## src/rtl/video_timing_if.sv

```systemverilog
// Core-side bundle for the raster timing generator: pixel enable, colour and
// sync offsets in, raster position, blanking, syncs and strobes out.
interface video_timing_if #(
    parameter int CW = 12
);
    logic          CE;
    logic [CW-1:0] iRGB;
    logic [3:0]    HOFS;
    logic [3:0]    VOFS;
    logic [9:0]    HPOS;
    logic [9:0]    VPOS;
    logic [CW-1:0] oRGB;
    logic          HBLK;
    logic          VBLK;
    logic          HSYN;
    logic          VSYN;
    logic          DE;
    logic          LINE;
    logic          FRAME;

    modport master (
        output CE, iRGB, HOFS, VOFS,
        input  HPOS, VPOS, oRGB, HBLK, VBLK, HSYN, VSYN, DE, LINE, FRAME
    );

    modport slave (
        input  CE, iRGB, HOFS, VOFS,
        output HPOS, VPOS, oRGB, HBLK, VBLK, HSYN, VSYN, DE, LINE, FRAME
    );
endinterface

```

## src/rtl/video_timing_gen.sv

```systemverilog
// Parametrised raster timing generator on one clock, gated by a pixel enable.
// Sync windows shift by HOFS/VOFS, latched only at the frame boundary.
module video_timing_gen #(
    parameter int HACT      = 288,
    parameter int HFP       = 2,
    parameter int HSW       = 22,
    parameter int HBP       = 72,
    parameter int VACT      = 224,
    parameter int VFP       = 3,
    parameter int VSW       = 7,
    parameter int VBP       = 29,
    parameter int CW        = 12,
    parameter int HS_POL    = 0,
    parameter int VS_POL    = 0,
    parameter int MASK_COL0 = 1
) (
    input  logic         MCLK,
    input  logic         RESET,
    video_timing_if.slave vif
);
    localparam int HTOTAL = HACT + HFP + HSW + HBP;
    localparam int VTOTAL = VACT + VFP + VSW + VBP;

    localparam logic [9:0] H_LAST = 10'(HTOTAL - 1);
    localparam logic [9:0] V_LAST = 10'(VTOTAL - 1);
    localparam logic [9:0] H_ACT  = 10'(HACT);
    localparam logic [9:0] V_ACT  = 10'(VACT);

    localparam logic signed [11:0] HS_NOM = 12'(HACT + HFP);
    localparam logic signed [11:0] HS_MIN = 12'(HACT);
    localparam logic signed [11:0] HS_MAX = 12'(HTOTAL - HSW);
    localparam logic signed [11:0] VS_NOM = 12'(VACT + VFP);
    localparam logic signed [11:0] VS_MIN = 12'(VACT);
    localparam logic signed [11:0] VS_MAX = 12'(VTOTAL - VSW);

    localparam logic HS_ACT_LVL = 1'(HS_POL);
    localparam logic VS_ACT_LVL = 1'(VS_POL);

    logic [9:0]          h, v;
    logic [3:0]          hofs_s, vofs_s;
    logic signed [11:0]  hs_raw, vs_raw;
    logic [11:0]         hs0, vs0;
    logic                h_wrap, f_wrap;
    logic                hblk_n, vblk_n, hs_act, vs_act, col0;

    logic [CW-1:0]       rgb_q;
    logic                hblk_q, vblk_q, hsyn_q, vsyn_q, line_q, frame_q;

    // Sync start = nominal + shadow offset, clamped so the pulse stays in blanking.
    always_comb begin
        hs_raw = HS_NOM + $signed({{8{hofs_s[3]}}, hofs_s});
        vs_raw = VS_NOM + $signed({{8{vofs_s[3]}}, vofs_s});
        hs0 = hs_raw;
        if (hs_raw < HS_MIN) hs0 = HS_MIN;
        else if (hs_raw > HS_MAX) hs0 = HS_MAX;
        vs0 = vs_raw;
        if (vs_raw < VS_MIN) vs0 = VS_MIN;
        else if (vs_raw > VS_MAX) vs0 = VS_MAX;
    end

    assign h_wrap = (h == H_LAST);
    assign f_wrap = h_wrap && (v == V_LAST);
    assign hblk_n = (h >= H_ACT);
    assign vblk_n = (v >= V_ACT);
    assign hs_act = ({2'b00, h} >= hs0) && ({2'b00, h} < hs0 + 12'(HSW));
    assign vs_act = ({2'b00, v} >= vs0) && ({2'b00, v} < vs0 + 12'(VSW));
    assign col0   = (MASK_COL0 != 0) && (h == 10'd0);

    always_ff @(posedge MCLK) begin
        if (RESET) begin
            h       <= '0;
            v       <= '0;
            hofs_s  <= '0;
            vofs_s  <= '0;
            rgb_q   <= '0;
            hblk_q  <= 1'b1;
            vblk_q  <= 1'b1;
            hsyn_q  <= ~HS_ACT_LVL;
            vsyn_q  <= ~VS_ACT_LVL;
            line_q  <= 1'b0;
            frame_q <= 1'b0;
        end else begin
            line_q  <= 1'b0;
            frame_q <= 1'b0;
            if (vif.CE) begin
                // Outputs describe the pre-increment position.
                hblk_q  <= hblk_n;
                vblk_q  <= vblk_n;
                hsyn_q  <= hs_act ? HS_ACT_LVL : ~HS_ACT_LVL;
                vsyn_q  <= vs_act ? VS_ACT_LVL : ~VS_ACT_LVL;
                rgb_q   <= (hblk_n || vblk_n || col0) ? '0 : vif.iRGB;
                line_q  <= h_wrap;
                frame_q <= f_wrap;
                if (h_wrap) begin
                    h <= '0;
                    v <= (v == V_LAST) ? 10'd0 : v + 10'd1;
                end else begin
                    h <= h + 10'd1;
                end
                if (f_wrap) begin
                    hofs_s <= vif.HOFS;
                    vofs_s <= vif.VOFS;
                end
            end
        end
    end

    assign vif.HPOS  = h;
    assign vif.VPOS  = v;
    assign vif.oRGB  = rgb_q;
    assign vif.HBLK  = hblk_q;
    assign vif.VBLK  = vblk_q;
    assign vif.HSYN  = hsyn_q;
    assign vif.VSYN  = vsyn_q;
    assign vif.DE    = ~(hblk_q | vblk_q);
    assign vif.LINE  = line_q;
    assign vif.FRAME = frame_q;
endmodule
```

## src/flat_wrapper.sv

```systemverilog
// flat-port wrapper written by rule: the top's interface ports become plain ports
module video_timing_gen_flat 
#(
    parameter int HACT      = 288,
    parameter int HFP       = 2,
    parameter int HSW       = 22,
    parameter int HBP       = 72,
    parameter int VACT      = 224,
    parameter int VFP       = 3,
    parameter int VSW       = 7,
    parameter int VBP       = 29,
    parameter int CW        = 12,
    parameter int HS_POL    = 0,
    parameter int VS_POL    = 0,
    parameter int MASK_COL0 = 1
)
  (MCLK, RESET, vif_CE, vif_iRGB, vif_HOFS, vif_VOFS, vif_HPOS, vif_VPOS, vif_oRGB, vif_HBLK, vif_VBLK, vif_HSYN, vif_VSYN, vif_DE, vif_LINE, vif_FRAME);
  video_timing_if #(.CW(CW)) vif_i ();
  input  logic MCLK;
  input  logic RESET;
  input wire logic [$bits(vif_i.CE)-1:0] vif_CE;
  input wire logic [$bits(vif_i.iRGB)-1:0] vif_iRGB;
  input wire logic [$bits(vif_i.HOFS)-1:0] vif_HOFS;
  input wire logic [$bits(vif_i.VOFS)-1:0] vif_VOFS;
  output wire logic [$bits(vif_i.HPOS)-1:0] vif_HPOS;
  output wire logic [$bits(vif_i.VPOS)-1:0] vif_VPOS;
  output wire logic [$bits(vif_i.oRGB)-1:0] vif_oRGB;
  output wire logic [$bits(vif_i.HBLK)-1:0] vif_HBLK;
  output wire logic [$bits(vif_i.VBLK)-1:0] vif_VBLK;
  output wire logic [$bits(vif_i.HSYN)-1:0] vif_HSYN;
  output wire logic [$bits(vif_i.VSYN)-1:0] vif_VSYN;
  output wire logic [$bits(vif_i.DE)-1:0] vif_DE;
  output wire logic [$bits(vif_i.LINE)-1:0] vif_LINE;
  output wire logic [$bits(vif_i.FRAME)-1:0] vif_FRAME;
  assign vif_i.CE = vif_CE;
  assign vif_i.iRGB = vif_iRGB;
  assign vif_i.HOFS = vif_HOFS;
  assign vif_i.VOFS = vif_VOFS;
  assign vif_HPOS = vif_i.HPOS;
  assign vif_VPOS = vif_i.VPOS;
  assign vif_oRGB = vif_i.oRGB;
  assign vif_HBLK = vif_i.HBLK;
  assign vif_VBLK = vif_i.VBLK;
  assign vif_HSYN = vif_i.HSYN;
  assign vif_VSYN = vif_i.VSYN;
  assign vif_DE = vif_i.DE;
  assign vif_LINE = vif_i.LINE;
  assign vif_FRAME = vif_i.FRAME;
  video_timing_gen #(.HACT(HACT), .HFP(HFP), .HSW(HSW), .HBP(HBP), .VACT(VACT), .VFP(VFP), .VSW(VSW), .VBP(VBP), .CW(CW), .HS_POL(HS_POL), .VS_POL(VS_POL), .MASK_COL0(MASK_COL0)) u_core (.MCLK(MCLK), .RESET(RESET), .vif(vif_i));
endmodule
```

## config.mk

```make
export PLATFORM = sky130hd
export DESIGN_NAME = video_timing_gen_flat
export DESIGN_NICKNAME = d
export VERILOG_FILES = /design/src/rtl/video_timing_if.sv /design/src/rtl/video_timing_gen.sv /design/src/flat_wrapper.sv
export SDC_FILE = /design/constraint.sdc
export NUM_CORES = 1
export LEC_CHECK = 0
export ABC_AREA = 1
export CELL_PAD_IN_SITES_DETAIL_PLACEMENT = 1
export CELL_PAD_IN_SITES_GLOBAL_PLACEMENT = 1
export CORE_MARGIN = 4
export CORE_UTILIZATION = 36
export CTS_BUF_LIST = sky130_fd_sc_hd__clkbuf_8 sky130_fd_sc_hd__clkbuf_16
export DETAILED_ROUTE_END_ITERATION = 10
export PLACE_DENSITY = 0.9
export SLEW_MARGIN = 40
export SYNTH_ARGS = -nofsm -noshare
export SYNTH_HDL_FRONTEND = slang
export SYNTH_SLANG_ARGS = --single-unit
```

## constraint.sdc

```tcl
create_clock -name MCLK -period 2.7 [get_ports MCLK]
set_input_delay 0.54 -clock MCLK [delete_from_list [all_inputs] [get_ports MCLK]]
set_output_delay 0.54 -clock MCLK [all_outputs]
set_load 0.005 [all_outputs]
```

==> impl_metrics.json <==
{
  "start_util_pct": 37.96,
  "die_area_um2": 9840,
  "final_cell_mix": "122 x nand2_1, 64 x inv_1, 61 x clkdlybuf4s50_1",
  "grt_pass1_wl_mm": 15.24,
  "area_growth_syn_to_layout_pct": 27.71,
  "p_per_area_nw_per_um2": 369.4,
  "coreArea_um2": 7888,
  "finalWorstSetupSlack_ps": 275.5,
  "slew_violations": 0,
  "path_delay_family": "adder cells",
  "cts_made_buffers": 5,
  "cp.required_ps": 2950,
  "critical_path.startpoint_type": "flop",
  "io-pin-count": 62,
  "overflow": 0,
  "synth-seq-area-share_pct": 30.76,
  "whs_path_depth": 2,
  "rr_worst_depth": 17,
  "clock-skew-final_ps": 3.584,
  "hold_buffers": 0,
  "first_pass_iters": 4,
  "ys_ff_latch": 46,
  "dpl_worst_slack_ps": 268.8,
  "drt-initial-drc-count": 137,
  "place.gp.congestion": 0.8612,
  "min_path_type": "reg -> reg",
  "die_x_um": 99.20,
  "end_kind": "flop",
  "cp_slowest_cell": "dfxtp_1",
  "grt_use_met3_pct": 3.506,
  "grt.busiest_layer": "met2",
  "yosysWarnings": 0,
  "grt_util_met2_pct": 35.38,
  "root_buffer": "clkbuf_8",
  "final_common_cell": "nand2_1",
  "cts_max_level": 2,
  "cts_tree": "yes",
  "status": "finished clean",
  "max_freq_mhz": 412.5,
  "clk_pin_slew_ps": 90,
  "fin_crit_sh_pct": 89.80,
  "synth_cell_types": 32,
  "rsz0062_at_grt": "no",
  "crit_cells": 17,
  "post_cts_buffers": 0,
  "num_rows": 32,
  "path_max_fanout": 3,
  "vias": 3069,
  "fin_crit_ps": 2425,
  "final_hold_viol_count": 0,
  "insertion_delay_ps": 300,
  "die_h_um": 99.20,
  "nNetsFinal": 569,
  "antenna_found_initial": 0,
  "clock-sinks": 46,
  "clk_path_buf_depth": 2,
  "vias_per_cell": 4.990,
  "grtUsageMet1_pct": 21.29,
  "n_antenna_cell": 0,
  "setup-tns-final_ps": 0,
  "grt_max_degree": 29,
  "path_cells": "inv_1, ha_1, inv_1, nand2_1, ha_1, a21oi_1, ha_1, inv_1, ha_1, inv_1, nor2_1, nand2_1, a21oi_1, nor2_1, nand2_1, nand2_1, nand2_1",
  "setup_viol": 0,
  "totalWireLength_mm": 9.110,
  "antenna_left": 0,
  "avgSynthCellArea_um2": 6.683,
  "ir_drop_v": 0.0002778,
  "drc": 0,
  "slew-limit-headroom_pct": 62.90,
  "crit_type": "reg -> reg",
  "port_buffers": 61,
  "syn-instance-count": 448,
  "cap_violations": 0,
  "wl_per_cell_um": 14.81,
  "syn_area_um2": 2994,
  "dp_hpwl_mm": 7.224,
  "drive_gt1_share_pct": 4.678,
  "grt_pass1_vias": 3249,
  "cts_resized": 0,
  "cp.buffers_inverters": 4,
  "grt_usage_pct": 18.79,
  "cp.arrival_ps": 2680,
  "p_leak_nw": 1.767,
  "cp_common_cell": "nand2_1",
  "worst_slew_pin_slew_ps": 556.5,
  "crit_path_max_incr_delay_ps": 360
}
## cell type report
| type | instances | area, um^2 |
|---|---|---|
| Fill cell | 1013 | 4064 |
| Clock buffer | 5 | 68.82 |
| Multi-Input combinational cell | 330 | 1788 |
| Tap cell | 102 | 127.6 |
| Clock inverter | 3 | 43.79 |
| Inverter | 66 | 249.0 |
| Timing Repair Buffer | 63 | 625.6 |
| Sequential cell | 46 | 920.9 |
## report_power, final
| group | total [mW] | internal [mW] | leakage (nW) | switching (mW) |
|---|---|---|---|---|
| Sequential | 0.712 | 0.697 | 0.375 | 0.0150 |
| Clock | 0.540 | 0.278 | 0.0585 | 0.261 |
| Combinational | 0.161 | 0.0868 | 1.33 | 0.0740 |
| Total | 1.41 | 1.06 | 1.77 | 0.351 |
## final timing paths
check,start,to,slack (ps)
max reg2reg,u_core.vofs_s[0]$_SDFFE_PP0P_,u_core.vif.VSYN$_SDFFE_PP1P_,280
min,u_core.hofs_s[0]$_SDFFE_PP0P_,u_core.hofs_s[0]$_SDFFE_PP0P_,460
max,u_core.vofs_s[0]$_SDFFE_PP0P_,u_core.vif.VSYN$_SDFFE_PP1P_,280
min reg2reg,u_core.hofs_s[0]$_SDFFE_PP0P_,u_core.hofs_s[0]$_SDFFE_PP0P_,460
## Yosys cell counts
library cell  instances  share of area [%]
buf_2                 2               0.33
nor2_1               48                6.0
nand2_2               2               0.42
nor2_2                1               0.21
clkinv_2              1               0.17
a21oi_1              34                5.7
xor2_1                7                2.0
ha_1                 34                 14
nand3_1              27                4.5
a21boi_0              1               0.25
o21ai_0              25                4.2
o22ai_1               1               0.21
or2_2                 2               0.42
inv_1                64                8.0
nand3b_1              1               0.25
nand2_4               2               0.75
conb_1                1               0.13
nor3b_1               1               0.25
nand3_2               1               0.33
buf_6                 1               0.38
nand4_1               6                1.3
nand3_4               1               0.59
nor2_4                2               0.75
and2_1                1               0.21
inv_2                 1               0.13
nor3_1                6                1.0
and3_1                1               0.21
buf_4                 1               0.25
a21oi_2               1               0.29
dfxtp_1              46                 31
clkbuf_1              4               0.50
nand2_1             122                 15
## metrics by stage
step           cell area (um^2)  power, mW  util, %  cells  hold WS, ps
2_1_floorplan              3002     0.7929        -    450        419.4
3_3_place_gp               3711     0.8811    47.05    607        435.5
3_5_place_dp               3711     0.8892    47.05    607        444.0
4_1_cts                    3824      1.430    48.48    615        465.2
5_1_grt                    3824      1.478    48.48    615        514.6
6_report                   3824      1.412    48.48    615        461.0
## worst min-delay path, cell delays in order (launching register included)
cell and delay (ps):
dfxtp_1 320, nand2_1 60, nand2_1 50
## kinds of logic after synthesis
kind of cell / after synthesis / synth area share, %
AND/OR/NAND/NOR: 224 / 32.47
buffers and inverters: 74 / 9.778
AO/OA/AOI/OAI: 62 / 10.61
flip-flops: 46 / 30.76
adder cells (fa/ha/maj): 34 / 14.21
XOR/XNOR: 7 / 2.048
other: 1 / 0.1252
## routing by layer
metal	wire (um)	share of wire [%]
met1	3873	43
met2	4729	52
met3	289	3.2
met4	218	2.4
met5	0	0
## registers in the layout, indices dropped and copies added, names as in the netlist
name / flops
u_core.hofs_s: 4
u_core.vif.HSYN: 1
u_core.vofs_s: 4
u_core.vif.HBLK: 1
u_core.vif.LINE: 1
u_core.vif.oRGB: 12
u_core.vif.VPOS: 10
u_core.vif.HPOS: 10
u_core.vif.VSYN: 1
u_core.vif.FRAME: 1
u_core.vif.VBLK: 1
(Power assumes the default switching activity.)
